## config.mk

```make
export PLATFORM = sky130hd
export DESIGN_NAME = cart_bus
export DESIGN_NICKNAME = d
export VERILOG_FILES = /design/src/rtl/cart_bus.sv
export SDC_FILE = /design/constraint.sdc
export NUM_CORES = 1
export LEC_CHECK = 0
export BUFFER_PORTS_ARGS = -buffer_cell sky130_fd_sc_hd__buf_2
export CAP_MARGIN = 20
export CORE_UTILIZATION = 40
export DETAILED_ROUTE_END_ITERATION = 8
export PLACE_DENSITY = 0.66
export SLEW_MARGIN = 20
export SYNTH_ARGS = -nofsm -noshare
export SYNTH_HDL_FRONTEND = slang
export SYNTH_SLANG_ARGS = --single-unit
```

## constraint.sdc

```tcl
create_clock -name clk -period 3.1 [get_ports clk]
set_input_delay 0.62 -clock clk [delete_from_list [all_inputs] [get_ports clk]]
set_output_delay 0.62 -clock clk [all_outputs]
set_load 0.02 [all_outputs]
```

## src/rtl/cart_bus.sv

```systemverilog
`default_nettype none
// ============================================================================
// Module      : cart_bus
// Description : Game Boy cartridge bus responder. Turns single-cycle read /
//               write request pulses into a timed SETUP / STROBE / HOLD bus
//               cycle on the cartridge pins, returns read data and flags
//               requests that had to be dropped.
//               Optional macro CART_BUS_PENDING_EN adds a one-entry pending
//               slot so a request arriving mid-cycle runs back-to-back.
// Revision    : 1.0 - initial release
// ============================================================================
module cart_bus #(
    parameter int SETUP_CYC  = 2,
    parameter int STROBE_CYC = 6,
    parameter int HOLD_CYC   = 2
) (
    input  logic        clk,
    input  logic        rst,
    input  logic [15:0] cart_a,
    input  logic [7:0]  cart_din,
    input  logic        cart_rd,
    input  logic        cart_wr,
    output logic [7:0]  cart_dout,
    output logic        cart_busy,
    output logic        ovr,
    input  logic        ovr_clr,
    output logic [15:0] gb_a,
    output logic [7:0]  gb_d_out,
    output logic        gb_d_oe,
    input  logic [7:0]  gb_d_in,
    output logic        gb_rd_n,
    output logic        gb_wr_n,
    output logic        gb_cs_n
);

    localparam logic [1:0] c_ST_IDLE   = 2'd0;
    localparam logic [1:0] c_ST_SETUP  = 2'd1;
    localparam logic [1:0] c_ST_STROBE = 2'd2;
    localparam logic [1:0] c_ST_HOLD   = 2'd3;

    // Counter reload values: the counter runs N-1 .. 0 in an N-cycle state.
    localparam logic [7:0] c_SETUP_LD  = 8'(SETUP_CYC - 1);
    localparam logic [7:0] c_STROBE_LD = 8'(STROBE_CYC - 1);
    localparam logic [7:0] c_HOLD_LD   = 8'(HOLD_CYC - 1);

    logic [1:0]  r_state;
    logic [1:0]  w_state_nxt;
    logic [7:0]  r_cnt;
    logic [7:0]  w_cnt_ld;
    logic        w_cnt_load;
    logic        w_cnt_done;
    logic        w_take_new;
    logic        w_take_pend;
    logic        r_busy;

    logic [15:0] r_addr;
    logic [7:0]  r_data;
    logic        r_is_wr;
    logic [7:0]  r_dout;
    logic        r_ovr;

    logic        w_req;
    logic        w_busy_req;
    logic        w_drop;
    logic        w_pend_vld;
    logic [15:0] w_pend_a;
    logic [7:0]  w_pend_d;
    logic        w_pend_wr;

    assign w_req      = cart_rd | cart_wr;
    assign w_cnt_done = (r_cnt == 8'd0);
    // Any request not taken straight into the active cycle must be parked or dropped.
    assign w_busy_req = w_req & ~w_take_new;

`ifdef CART_BUS_PENDING_EN
    logic        r_pend_vld;
    logic [15:0] r_pend_a;
    logic [7:0]  r_pend_d;
    logic        r_pend_wr;

    // Pending slot: filled by a mid-cycle request, emptied when HOLD chains into SETUP.
    always_ff @(posedge clk or posedge rst) begin
        if (rst) begin
            r_pend_vld <= 1'b0;
            r_pend_a   <= 16'd0;
            r_pend_d   <= 8'd0;
            r_pend_wr  <= 1'b0;
        end else if (w_take_pend) begin
            r_pend_vld <= 1'b0;
        end else if (w_busy_req && !r_pend_vld) begin
            r_pend_vld <= 1'b1;
            r_pend_a   <= cart_a;
            r_pend_d   <= cart_din;
            r_pend_wr  <= cart_wr;
        end
    end

    assign w_pend_vld = r_pend_vld;
    assign w_pend_a   = r_pend_a;
    assign w_pend_d   = r_pend_d;
    assign w_pend_wr  = r_pend_wr;
    // A full slot cannot accept anything, even in the cycle it is being drained.
    assign w_drop     = w_busy_req & r_pend_vld;
`else
    assign w_pend_vld = 1'b0;
    assign w_pend_a   = 16'd0;
    assign w_pend_d   = 8'd0;
    assign w_pend_wr  = 1'b0;
    assign w_drop     = w_busy_req;
`endif

    // State register, per-state down-counter and registered busy flag.
    always_ff @(posedge clk or posedge rst) begin
        if (rst) begin
            r_state <= c_ST_IDLE;
            r_cnt   <= 8'd0;
            r_busy  <= 1'b0;
        end else begin
            r_state <= w_state_nxt;
            r_busy  <= (w_state_nxt != c_ST_IDLE);
            if (w_cnt_load) begin
                r_cnt <= w_cnt_ld;
            end else if (!w_cnt_done) begin
                r_cnt <= r_cnt - 8'd1;
            end
        end
    end

    // Next-state logic; also decides where the next cycle's address/data come from.
    always_comb begin
        w_state_nxt = r_state;
        w_cnt_load  = 1'b0;
        w_cnt_ld    = 8'd0;
        w_take_new  = 1'b0;
        w_take_pend = 1'b0;
        case (r_state)
            c_ST_IDLE: begin
                if (w_req) begin
                    w_state_nxt = c_ST_SETUP;
                    w_cnt_load  = 1'b1;
                    w_cnt_ld    = c_SETUP_LD;
                    w_take_new  = 1'b1;
                end
            end
            c_ST_SETUP: begin
                if (w_cnt_done) begin
                    w_state_nxt = c_ST_STROBE;
                    w_cnt_load  = 1'b1;
                    w_cnt_ld    = c_STROBE_LD;
                end
            end
            c_ST_STROBE: begin
                if (w_cnt_done) begin
                    w_state_nxt = c_ST_HOLD;
                    w_cnt_load  = 1'b1;
                    w_cnt_ld    = c_HOLD_LD;
                end
            end
            default: begin
                if (w_cnt_done) begin
                    if (w_pend_vld) begin
                        w_state_nxt = c_ST_SETUP;
                        w_cnt_load  = 1'b1;
                        w_cnt_ld    = c_SETUP_LD;
                        w_take_pend = 1'b1;
                    end else if (w_req) begin
                        // Strobe coinciding with the return to IDLE is a fresh request.
                        w_state_nxt = c_ST_SETUP;
                        w_cnt_load  = 1'b1;
                        w_cnt_ld    = c_SETUP_LD;
                        w_take_new  = 1'b1;
                    end else begin
                        w_state_nxt = c_ST_IDLE;
                    end
                end
            end
        endcase
    end

    // Pin outputs decoded from the current state and the latched request.
    always_comb begin
        gb_a     = r_addr;
        gb_d_out = r_data;
        gb_rd_n  = 1'b1;
        gb_wr_n  = 1'b1;
        gb_cs_n  = 1'b1;
        gb_d_oe  = 1'b0;
        if (r_state == c_ST_STROBE) begin
            gb_rd_n = r_is_wr;
            gb_wr_n = ~r_is_wr;
        end
        if (r_state != c_ST_IDLE) begin
            gb_cs_n = (r_addr[15:13] != 3'b101);
            gb_d_oe = r_is_wr;
        end
    end

    // Request latch, read-data capture on the last STROBE cycle, sticky overrun flag.
    always_ff @(posedge clk or posedge rst) begin
        if (rst) begin
            r_addr  <= 16'd0;
            r_data  <= 8'd0;
            r_is_wr <= 1'b0;
            r_dout  <= 8'd0;
            r_ovr   <= 1'b0;
        end else begin
            if (w_take_new) begin
                r_addr  <= cart_a;
                r_data  <= cart_din;
                r_is_wr <= cart_wr;
            end else if (w_take_pend) begin
                r_addr  <= w_pend_a;
                r_data  <= w_pend_d;
                r_is_wr <= w_pend_wr;
            end
            if ((r_state == c_ST_STROBE) && w_cnt_done && !r_is_wr) begin
                r_dout <= gb_d_in;
            end
            // A new drop wins over a simultaneous clear.
            r_ovr <= (r_ovr & ~ovr_clr) | w_drop;
        end
    end

    assign cart_dout = r_dout;
    assign cart_busy = r_busy;
    assign ovr       = r_ovr;

endmodule
`default_nettype wire

```

==> metrics.md, run 1 <==
| Metric | Value |
|---|---|
| CTS tree | `yes` |
| # fillers | `approximately 480` |
| Max VDD drop | `555 uV` |
| IO Count | `75` |
| CP arrival | `2530 ps` |
| Worst slew pin tran | `629 ps` |
| Setup_tns | `0 ps` |
| RR Startpoint | `r_cnt[0]` |
| Yosys reg bits | `45` |
| Clock sinks | `between 40 and 50` |
| Compound-Gate Fraction of Synth Area | `between 7 and 8%` |
| Mapped cell area | `2120 um^2` |
| Num CTS Buffers | `5` |
| Global route overflow | `0` |
| Pre-Repair DR Iteration Count | `4` |
| Clk slew on worst S/H paths | `80 ps` |
| Slew Limit Fails | `0` |
| Layout cells sized above 1 | `47.8%` |
| P_int | `1640 uW` |
| Root Buffer | `clkbuf_8` |
| Setup bufs post-CTS | `0` |
| Die footprint | `around 5600 um^2` |
| Fin area | `2640 um^2` |
| Final setup violation count | `0` |
| Final net count | `294` |
| Fin. Hold Viols | `0` |
| Core Rows | `26` |
| Seq/Total Area, Yosys | `53.0%` |
| Outcome | `finished clean` |
| HPWL after DPL | `3060 um` |
| Worst Hold Class | `input pin to asynchronous set/reset pin` |
| XOR/XNOR share of the synthesized area | `approximately 1.6%` |
| Port Buffer Count | `between 70 and 80` |
| Drt via density | `5.01` |
| Crit path max fanout | `8` |
| Max stage delay cell, worst path | `or3_1` |
| Routed wire per std cell | `roughly 13 um` |
| Post-CTS resize count | `0` |
| Final period util | `75.8%` |
| Core Area | `5110 um^2` |
| Residual DRC | `0` |
| Number of global-route vias before repair | `1497` |
| Worst setup path start | `r_cnt[0]` |
| Syn-to-layout area delta | `24.3%` |
| Commonest non-fill, non-tap cell in the layout | `buf_2` |
| GPL Wtd Cong | `0.812` |
| Post-layout min period | `2350 ps` |
| CP Data Required Time | `approximately 3300 ps` |
| Gr usage total | `16.4%` |
| Main combinational cell family by area after synthesis | `multiplexers` |
| Rel. slew slack | `57.6%` |
| Most frequent cells in the layout | `buf_2, dfrtp_1, mux2_2, nor2_1, inv_1` |
| H-tree depth | `2` |
| Power Dens Cells | `between 1000 and 1500 nW/um^2` |
| Layout Skew | `6.19 ps` |
| Synth Area in Adders | `4.12%` |
| Via count | `1609` |
| Crit path kind | `flip-flop to flip-flop` |
| Worst setup SP type | `flip-flop` |
| Antenna Violating Nets Remaining | `0` |
| Crit path max-delay family | `simple AND/OR/NAND/NOR gates` |
| Post-Synthesis Cells | `172` |
| CP Cell Sequence | `inv_1 > ha_1 > or3b_2 > or3_1 > mux2_4` |
| RSZ-0062 raised after global routing | `false` |
| CTS Hold Bufs | `0` |
| Deepest clock path buffer count | `2` |
| Buffer and inverter count on the worst path | `1` |
| Flop pwr share | `35.6%` |
| Syn nets | `216` |
| Simple-gate area share of the yosys netlist | `10.2%` |
| Synth Warn # | `0` |
| Mean post-synth cell area | `approximately 12 um^2` |
| Main flop type after synthesis | `dfrtp_1` |
| Reg2reg setup slack | `750 ps` |
| Max frequency | `roughly 430 MHz` |
| Dpl cell area | `between 2000 and 3000 um^2` |
| Delay of the slowest cell on the worst path | `~590 ps` |
| Skew-Pair Late Insertion Delay | `290 ps` |
| Initial Util | `41.6%` |
| Post-synth ARST share | `100%` |
| Comb power frac | `51.9%` |
| Die height | `~75 um` |
| Number of synthesized flops with an enable pin | `0` |
| Pleak | `0.00129 uW` |
| Clock network power share | `between 10% and 20%` |
| Synth cell types | `34` |
| First-pass GRT wire length | `6920 um` |
| Switching share of power | `42.0%` |
| Crit path capture type | `flip-flop` |
| Die Width | `74.9 um` |
| Max-cap check violation count | `0` |
| Post-synthesis mux area share | `19.3%` |
| Largest net degree at the start of global routing | `30` |
| Initial antenna violation count | `0` |
| DRT iter0 DRCs | `53` |
| Switching power | `1190 uW` |
| Inserted Diodes | `0` |
| Final wirelength | `4230 um` |
==> Yosys cell counts, drive strengths merged (3+ instances only) <==
master | instances | area share [%]
o211ai | 4 | 1.4
a21oi | 9 | 2.7
xor2 | 3 | 1.2
dfrtp | 45 | 53
ha | 7 | 4.1
nand3 | 5 | 1.2
inv | 10 | 1.8
mux2 | 32 | 18
nand2 | 5 | 0.88
nor2 | 15 | 2.6
buf | 3 | 1.6
o21ai | 5 | 1.2
==> metrics by stage <==
| step | util (%) | power (uW) | worst slack [ps] | instances | hold slack, ps |
|---|---|---|---|---|---|
| floorplan | - | 2090 | 950 | 172 | 496 |
| global placement | 50.0 | 2450 | 805 | 313 | 465 |
| detailed placement | 50.0 | 2480 | 759 | 313 | 475 |
| CTS | 51.7 | 2840 | 743 | 321 | 324 |
| global route | 51.7 | 3040 | 559 | 321 | 358 |
| finish | 51.7 | 2820 | 751 | 321 | 308 |
==> metal layers <==
metal / track usage, % / up-vias / wire [um]
li1: - / 763 / -
met4: 5.24 / 0 / 72
met2: 24.5 / 66 / 1880
met3: 5.09 / 11 / 277
met5: 0 / - / 0
met1: 22.9 / 769 / 2000
==> final cells by class <==
class | instances | area [um^2] | area share [%]
clock buffers | 7 | 76.3 | 2.89
well taps | 70 | 87.6 | 3.32
flip-flops and latches | 45 | 1130 | 42.7
repair buffers | 76 | 385 | 14.6
multi-input cells | 112 | 920 | 34.8
inverters | 10 | 37.5 | 1.42
clock inverters | 1 | 7.51 | 0.284
==> logic make-up after synthesis <==
| family | after synthesis |
|---|---|
| AOI/OAI and AO/OA | 25 |
| xor gates and xnor gates | 4 |
| adders and majority gates | 7 |
| buffers and inverters | 15 |
| DFF | 45 |
| muxes | 34 |
| and+or+nand+nor | 42 |
==> power groups by stage <==
stage	combinational (uW)	clock [uW]	sequential (uW)
finish	1460	353	1010
global route	1610	392	1040
CTS	1470	366	1000
detailed placement	1470	0	1010
global placement	1450	0	1010
floorplan	866	0	1220
==> registers in the layout, summed over array words and instances, names as in the netlist <==
signal     count
cart_dout      8
gb_a          16
ovr            1
r_cnt          8
gb_d_out       8
cart_busy      1
r_state        2
r_is_wr        1
==> worst paths after layout <==
check                      cells after the start           end
max                                            5  cart_dout[0]
min                                            2       gb_a[5]
max reg2reg                                    5  cart_dout[0]
min reg2reg                                    1      gb_a[12]
max in group asynchronous                      3  cart_dout[3]
min in group clk                               1      gb_a[12]
(Power assumes the default switching activity.)
==> run 2, diff against run 1 <==
Clock period 3.1 ns to 2.45 ns, I/O delays scaled along.
==> run 2 against run 1 <==
Setup slack lost 540 ps. Die area stayed put. Clock power increased by 46%. Sequential power grew 26%. Core utilization grew 1.2 points. First-iteration DRC count down 17%. Critical path depth stayed put. Clock skew shrank 0.73 ps.
==> metrics.md, run 2 (synthesized netlist as in run 1, its figures left out) <==
| Metric | Value |
|---|---|
| HPWL after DPL | `3050 um (-0.39%)` |
| Die Width | `74.9 um (unchanged)` |
| Num CTS Buffers | `5 (unchanged)` |
| DRT iter0 DRCs | `44 (-17%)` |
| Routed wire per std cell | `13.0 um (-1.2%)` |
| Drt via density | `4.98 (-0.68%)` |
| Worst Hold Class | `input pin to asynchronous set/reset pin` |
| DP Cell Count | `317 (+1.3%)` |
| Layout cells sized above 1 | `49.4% (+1.6 points)` |
| Max-cap check violation count | `0 (unchanged)` |
| Initial antenna violation count | `0 (unchanged)` |
| Initial Util | `41.6% (unchanged)` |
| Max frequency | `448 MHz (+5.1%)` |
| Outcome | `finished clean` |
| Final net count | `298 (+1.4%)` |
| Fin util | `52.9% (+1.2 points)` |
| Post-CTS resize count | `0 (unchanged)` |
| Via count | `1618 (+0.56%)` |
| Fin area | `2700 um^2 (+2.4%)` |
| Root Buffer | `clkbuf_8` |
| Final setup violation count | `0 (unchanged)` |
| Core Area | `5110 um^2 (unchanged)` |
| Worst setup SP type | `flip-flop` |
| Gr usage total | `16.6% (+0.14 points)` |
| Pre-Repair DR Iteration Count | `4 (unchanged)` |
| Clock sinks | `45 (unchanged)` |
| P_int | `2200 uW (+35%)` |
| Switching share of power | `40.9% (-1.1 points)` |
| Die height | `74.9 um (unchanged)` |
| Pleak | `0.00133 uW (+3.1%)` |
| Inserted Diodes | `0 (unchanged)` |
| CTS Hold Bufs | `0 (unchanged)` |
| Number of global-route vias before repair | `1566 (+4.6%)` |
| Post-layout min period | `2230 ps (-115 ps)` |
| Max reg flops | `16 (unchanged)` |
| First-pass GRT wire length | `6890 um (-0.39%)` |
| Setup bufs post-CTS | `0 (unchanged)` |
| H-tree depth | `2 (unchanged)` |
| Fin cells | `325 (+1.2%)` |
| Max VDD drop | `716 uV (+29%)` |
| Commonest non-fill, non-tap cell in the layout | `buf_2` |
| Clock network power share | `13.8% (+1.3 points)` |
| Antenna Violating Nets Remaining | `0 (unchanged)` |
| RSZ-0062 raised after global routing | `false` |
| Slew Limit Fails | `0 (unchanged)` |
| Flop pwr share | `34.0% (-1.6 points)` |
| Comb power frac | `52.2% (+0.3 points)` |
| Port Buffer Count | `74 (unchanged)` |
| Clk slew on worst S/H paths | `80 ps (about the same)` |
| Final wirelength | `4230 um (unchanged)` |
| Crit path capture type | `flip-flop` |
| CTS tree | `yes` |
| Global route overflow | `0 (unchanged)` |
| Residual DRC | `0 (unchanged)` |
| Most frequent cells in the layout | `buf_2, dfrtp_1, mux2_2, nor2_1, inv_1` |
| # fillers | `457 (-4.2%)` |
| IO Count | `75 (unchanged)` |
| Syn-to-layout area delta | `27.3%` |
| CP arrival | `2420 ps (-110 ps)` |
| Area of the multi-input gates | `920 um^2 (unchanged)` |
| Crit path kind | `flip-flop to flip-flop` |
| Setup_tns | `0 ps (unchanged)` |
| Final period util | `91.2% (+15 points)` |
| Switching power | `1520 uW (+28%)` |
| Min Hold Slack | `320 ps (+11.8 ps)` |
| GPL Wtd Cong | `0.905 (+11%)` |
| Rel. slew slack | `61.9% (+4.3 points)` |
| CP Data Required Time | `2630 ps (-650 ps)` |
| Reg2reg setup slack | `220 ps (-540 ps)` |
| Crit path max fanout | `8 (unchanged)` |
| Worst slew pin tran | `571 ps (-57.9 ps)` |
| R2R cell count | `5 (unchanged)` |
| Skew-Pair Late Insertion Delay | `300 ps (about the same)` |
| Register area | `1130 um^2 (unchanged)` |
| Die footprint | `5610 um^2 (unchanged)` |
| Largest net degree at the start of global routing | `46 (+53%)` |
| Dpl cell area | `2600 um^2 (+1.7%)` |
| Deepest clock path buffer count | `2 (unchanged)` |
| Layout Skew | `5.47 ps (-0.725 ps)` |
| Fin. Hold Viols | `0 (unchanged)` |
| Core Rows | `26 (unchanged)` |
| Power Dens Cells | `1380 nW/um^2 (+29%)` |
-- run 2: changes by cell type in the layout (fill, tap and decap cells not counted) --
cell / previous run / this run
clkinvlp_4: 1 / 0
buf_12: 0 / 1
clkbuf_8: 5 / 7
buf_4: 2 / 5
inv_6: 0 / 1
clkbuf_1: 2 / 0
-- run 2: final timing paths --
path,start,endpoint
max,r_cnt[0],cart_dout[4]
min,rst,cart_dout[2]
max reg2reg,r_cnt[0],cart_dout[4]
min reg2reg,gb_a[12],gb_a[12]
max in group asynchronous,rst,cart_busy
min in group clk,ovr_clr,ovr
-- run 2: power groups by stage --
| stage | Combinational (uW) | Sequential, uW | Clock (uW) |
|---|---|---|---|
| floorplan | 1100 | 1550 | 0 |
| global placement | 1940 | 1270 | 0 |
| detailed placement | 1950 | 1280 | 0 |
| CTS | 1960 | 1270 | 537 |
| global route | 2140 | 1320 | 565 |
| finish | 1950 | 1270 | 514 |
-- run 2: routing by layer --
metal  share of wire, %  track usage (%)  vias up  wire length [um]
li1                   -                -      765                 -
met1                 46             21.4      776              1950
met2                 45             25.9       70              1930
met3                6.9             5.35        7               290
met4                1.5             6.50        0                65
met5                  0                0        -                 0
-- run 2: cell type report --
class	instances	share of cell area, %
Tap cell	70	3.24
Timing Repair Buffer	80	15.8
Inverter	10	1.39
Clock inverter	1	0.324
Sequential cell	45	41.6
Multi-Input combinational cell	112	34.0
Clock buffer	7	3.56
-- run 2: through the flow --
step | power (uW) | worst slack [ps]
after floorplan | 2650 | 300
after global placement | 3210 | 268
after detailed placement | 3230 | 220
after CTS | 3760 | 209
after global routing | 4020 | 105
final | 3730 | 216
-- run 2: worst max-delay path, stage by stage (launching register included) --
cell and delay [ps]:
dfrtp_1 430, inv_1 110, ha_1 180, or3b_2 450
or3_1 570, mux2_4 370
==> run 3, diff against run 2 <==
Settings changed: CORE_ASPECT_RATIO set to 1.5.
==> run 3 against run 2 <==
Sequential share of layout area shrank 0.36 points. Maximum frequency is 0.30% higher. Routed wire length grew 4.0%. Critical path depth unchanged. Clock power up 10%. Power increased by 1.8%. Sequential power about the same. Non-clock buffer count increased by 1. Critical path type unchanged. Largest cell class unchanged.
==> metrics.md, run 3 (synthesized netlist as in run 1, its figures left out) <==
| Metric | Value |
|---|---|
| Outcome | `finished clean` |
| GPL Wtd Cong | `0.775 (-14%)` |
| Drt via density | `4.86 (-2.3%)` |
| Final setup violation count | `0 (unchanged)` |
| Final wirelength | `4400 um (+4.0%)` |
| Largest net degree at the start of global routing | `24 (-48%)` |
| Clock sinks | `45 (unchanged)` |
| IO Count | `75 (unchanged)` |
| Worst Hold Class | `input pin to asynchronous set/reset pin` |
| Layout Skew | `5.52 ps (+0.0499 ps)` |
| Max stage delay cell, worst path | `or3_1` |
| Max-cap check violation count | `0 (unchanged)` |
| Max VDD drop | `608 uV (-15%)` |
| DRT iter0 DRCs | `30 (-32%)` |
| CP arrival | `2420 ps (about the same)` |
| Setup bufs post-CTS | `0 (unchanged)` |
| Switching power | `1530 uW (+0.52%)` |
| Syn-to-layout area delta | `28.4%` |
| Global route overflow | `0 (unchanged)` |
| Comb power frac | `51.7% (-0.5 points)` |
| Initial Util | `41.5% (-0.14 points)` |
| Die footprint | `5610 um^2 (+0.11%)` |
| First-pass GRT wire length | `7070 um (+2.6%)` |
| Slew Limit Fails | `0 (unchanged)` |
| Gr usage total | `17.1% (+0.52 points)` |
| HPWL after DPL | `3380 um (+11%)` |
| CTS tree | `yes` |
| Buffer and inverter count on the worst path | `1 (unchanged)` |
| Flop pwr share | `33.4% (-0.6 points)` |
| Most frequent cells in the layout | `buf_2, dfrtp_1, mux2_2, nor2_1, inv_1` |
| CP Data Required Time | `2640 ps (about the same)` |
| Deepest clock path buffer count | `2 (unchanged)` |
| Top Usage Layer GRT | `met2` |
| Port Buffer Count | `74 (unchanged)` |
| H-tree depth | `2 (unchanged)` |
| Routed wire per std cell | `13.6 um (+4.3%)` |
| Inserted Diodes | `0 (unchanged)` |
| Global routing usage on met3 | `2.71% (-2.6 points)` |
| Crit path kind | `flip-flop to flip-flop` |
| Crit path capture type | `flip-flop` |
| Final net count | `299 (+0.34%)` |
| Crit. path cell count | `5 (unchanged)` |
| Power Dens Cells | `1390 nW/um^2 (+0.90%)` |
| Number of global-route vias before repair | `1562 (-0.26%)` |
| Root Buffer | `clkbuf_8` |
| Core Area | `5120 um^2 (+0.34%)` |
| Overall power | `3790 uW (+1.8%)` |
| R2R cell count | `5 (unchanged)` |
| Via count | `1576 (-2.6%)` |
| Clk slew on worst S/H paths | `80 ps (about the same)` |
| Commonest non-fill, non-tap cell in the layout | `buf_2` |
| Initial antenna violation count | `0 (unchanged)` |
| RSZ-0062 raised after global routing | `false` |
| Clock network power share | `14.9% (+1.1 points)` |
| CTS Hold Bufs | `0 (unchanged)` |
| Setup_tns | `0 ps (unchanged)` |
| Residual DRC | `0 (unchanged)` |
| Max reg flops | `16 (unchanged)` |
| Max frequency | `449 MHz (+0.30%)` |
| Num CTS Buffers | `5 (unchanged)` |
| Met1 Use GR | `18.9% (-2.5 points)` |
| Switching share of power | `40.3% (-0.51 points)` |
| Crit path max fanout | `8 (unchanged)` |
| Post-CTS resize count | `0 (unchanged)` |
| Min Hold Slack | `208 ps (-112 ps)` |
| CP Cell Sequence | `inv_1 > ha_1 > or3b_2 > or3_1 > mux2_4` |
| Pre-Repair DR Iteration Count | `6 (+2)` |
| Worst setup SP type | `flip-flop` |
| Worst slew pin tran | `507 ps (-63.7 ps)` |
| Fin. Hold Viols | `0 (unchanged)` |
| Pleak | `0.00134 uW (+0.97%)` |
| Antenna Violating Nets Remaining | `0 (unchanged)` |
| Crit path max-delay family | `simple AND/OR/NAND/NOR gates` |
| Rel. slew slack | `66.1% (+4.2 points)` |
| Delay of the slowest cell on the worst path | `570 ps (about the same)` |
| Core Rows | `32 (+23%)` |
| Die Width | `61.5 um (-18%)` |
| Global routing usage on met2 | `30.3% (+4.4 points)` |
| # fillers | `523 (+14%)` |
| Die height | `91.3 um (+22%)` |
| P_int | `2260 uW (+2.7%)` |
| Final period util | `90.9% (-0.28 points)` |
| Post-layout min period | `2230 ps (-6.78 ps)` |
| Layout cells sized above 1 | `49.6% (+0.20 points)` |
| Skew-Pair Late Insertion Delay | `300 ps (about the same)` |
run 3: changes by cell type in the layout (fill, tap and decap cells not counted), sizes merged:
| cell | previous run | this run |
|---|---|---|
| buf | 80 | 81 |
| bufinv | 0 | 1 |
| clkbuf | 7 | 6 |
run 3: area by class of cell:
class	instances	area, um^2	area share [%]
Sequential cell	45	1130	41.3
Multi-Input combinational cell	112	920	33.7
Timing Repair Buffer	81	448	16.4
Tap cell	68	85.1	3.12
Clock buffer	6	72.6	2.66
Clock inverter	2	38.8	1.42
Inverter	10	37.5	1.38
run 3: metal layers:
| layer | vias up | part of all wire [%] |
|---|---|---|
| met5 | - | 0 |
| met4 | 0 | 2.1 |
| met3 | 7 | 3.3 |
| met2 | 39 | 55 |
| met1 | 763 | 40 |
| li1 | 767 | - |
run 3: through the flow:
step                      utilization [%]  worst slack, ps  instances  area [um^2]
final                                53.2              222        324         2730
after global routing                 53.2             62.7        324         2730
after CTS                            53.2              216        324         2730
after detailed placement             51.0              235        316         2620
after global placement               51.0              265        316         2620
after floorplan                         -              300        172         2120
run 3: final timing paths:
check,startpoint,end,slack [ps]
max in group asynchronous,rst,gb_a[10],1750
max reg2reg,r_cnt[0],cart_dout[6],220
min reg2reg,gb_a[2],gb_a[2],510
max,r_cnt[0],cart_dout[6],220
min in group clk,ovr_clr,ovr,360
min,rst,cart_dout[5],210
run 3: power by group through the flow:
stage                     Clock (uW)  Combinational (uW)  Sequential (uW)
after detailed placement           0                1980             1290
after global placement             0                1950             1270
final                            566                1960             1270
after global routing             616                2140             1320
after CTS                        584                1990             1270
after floorplan                    0                1100             1550
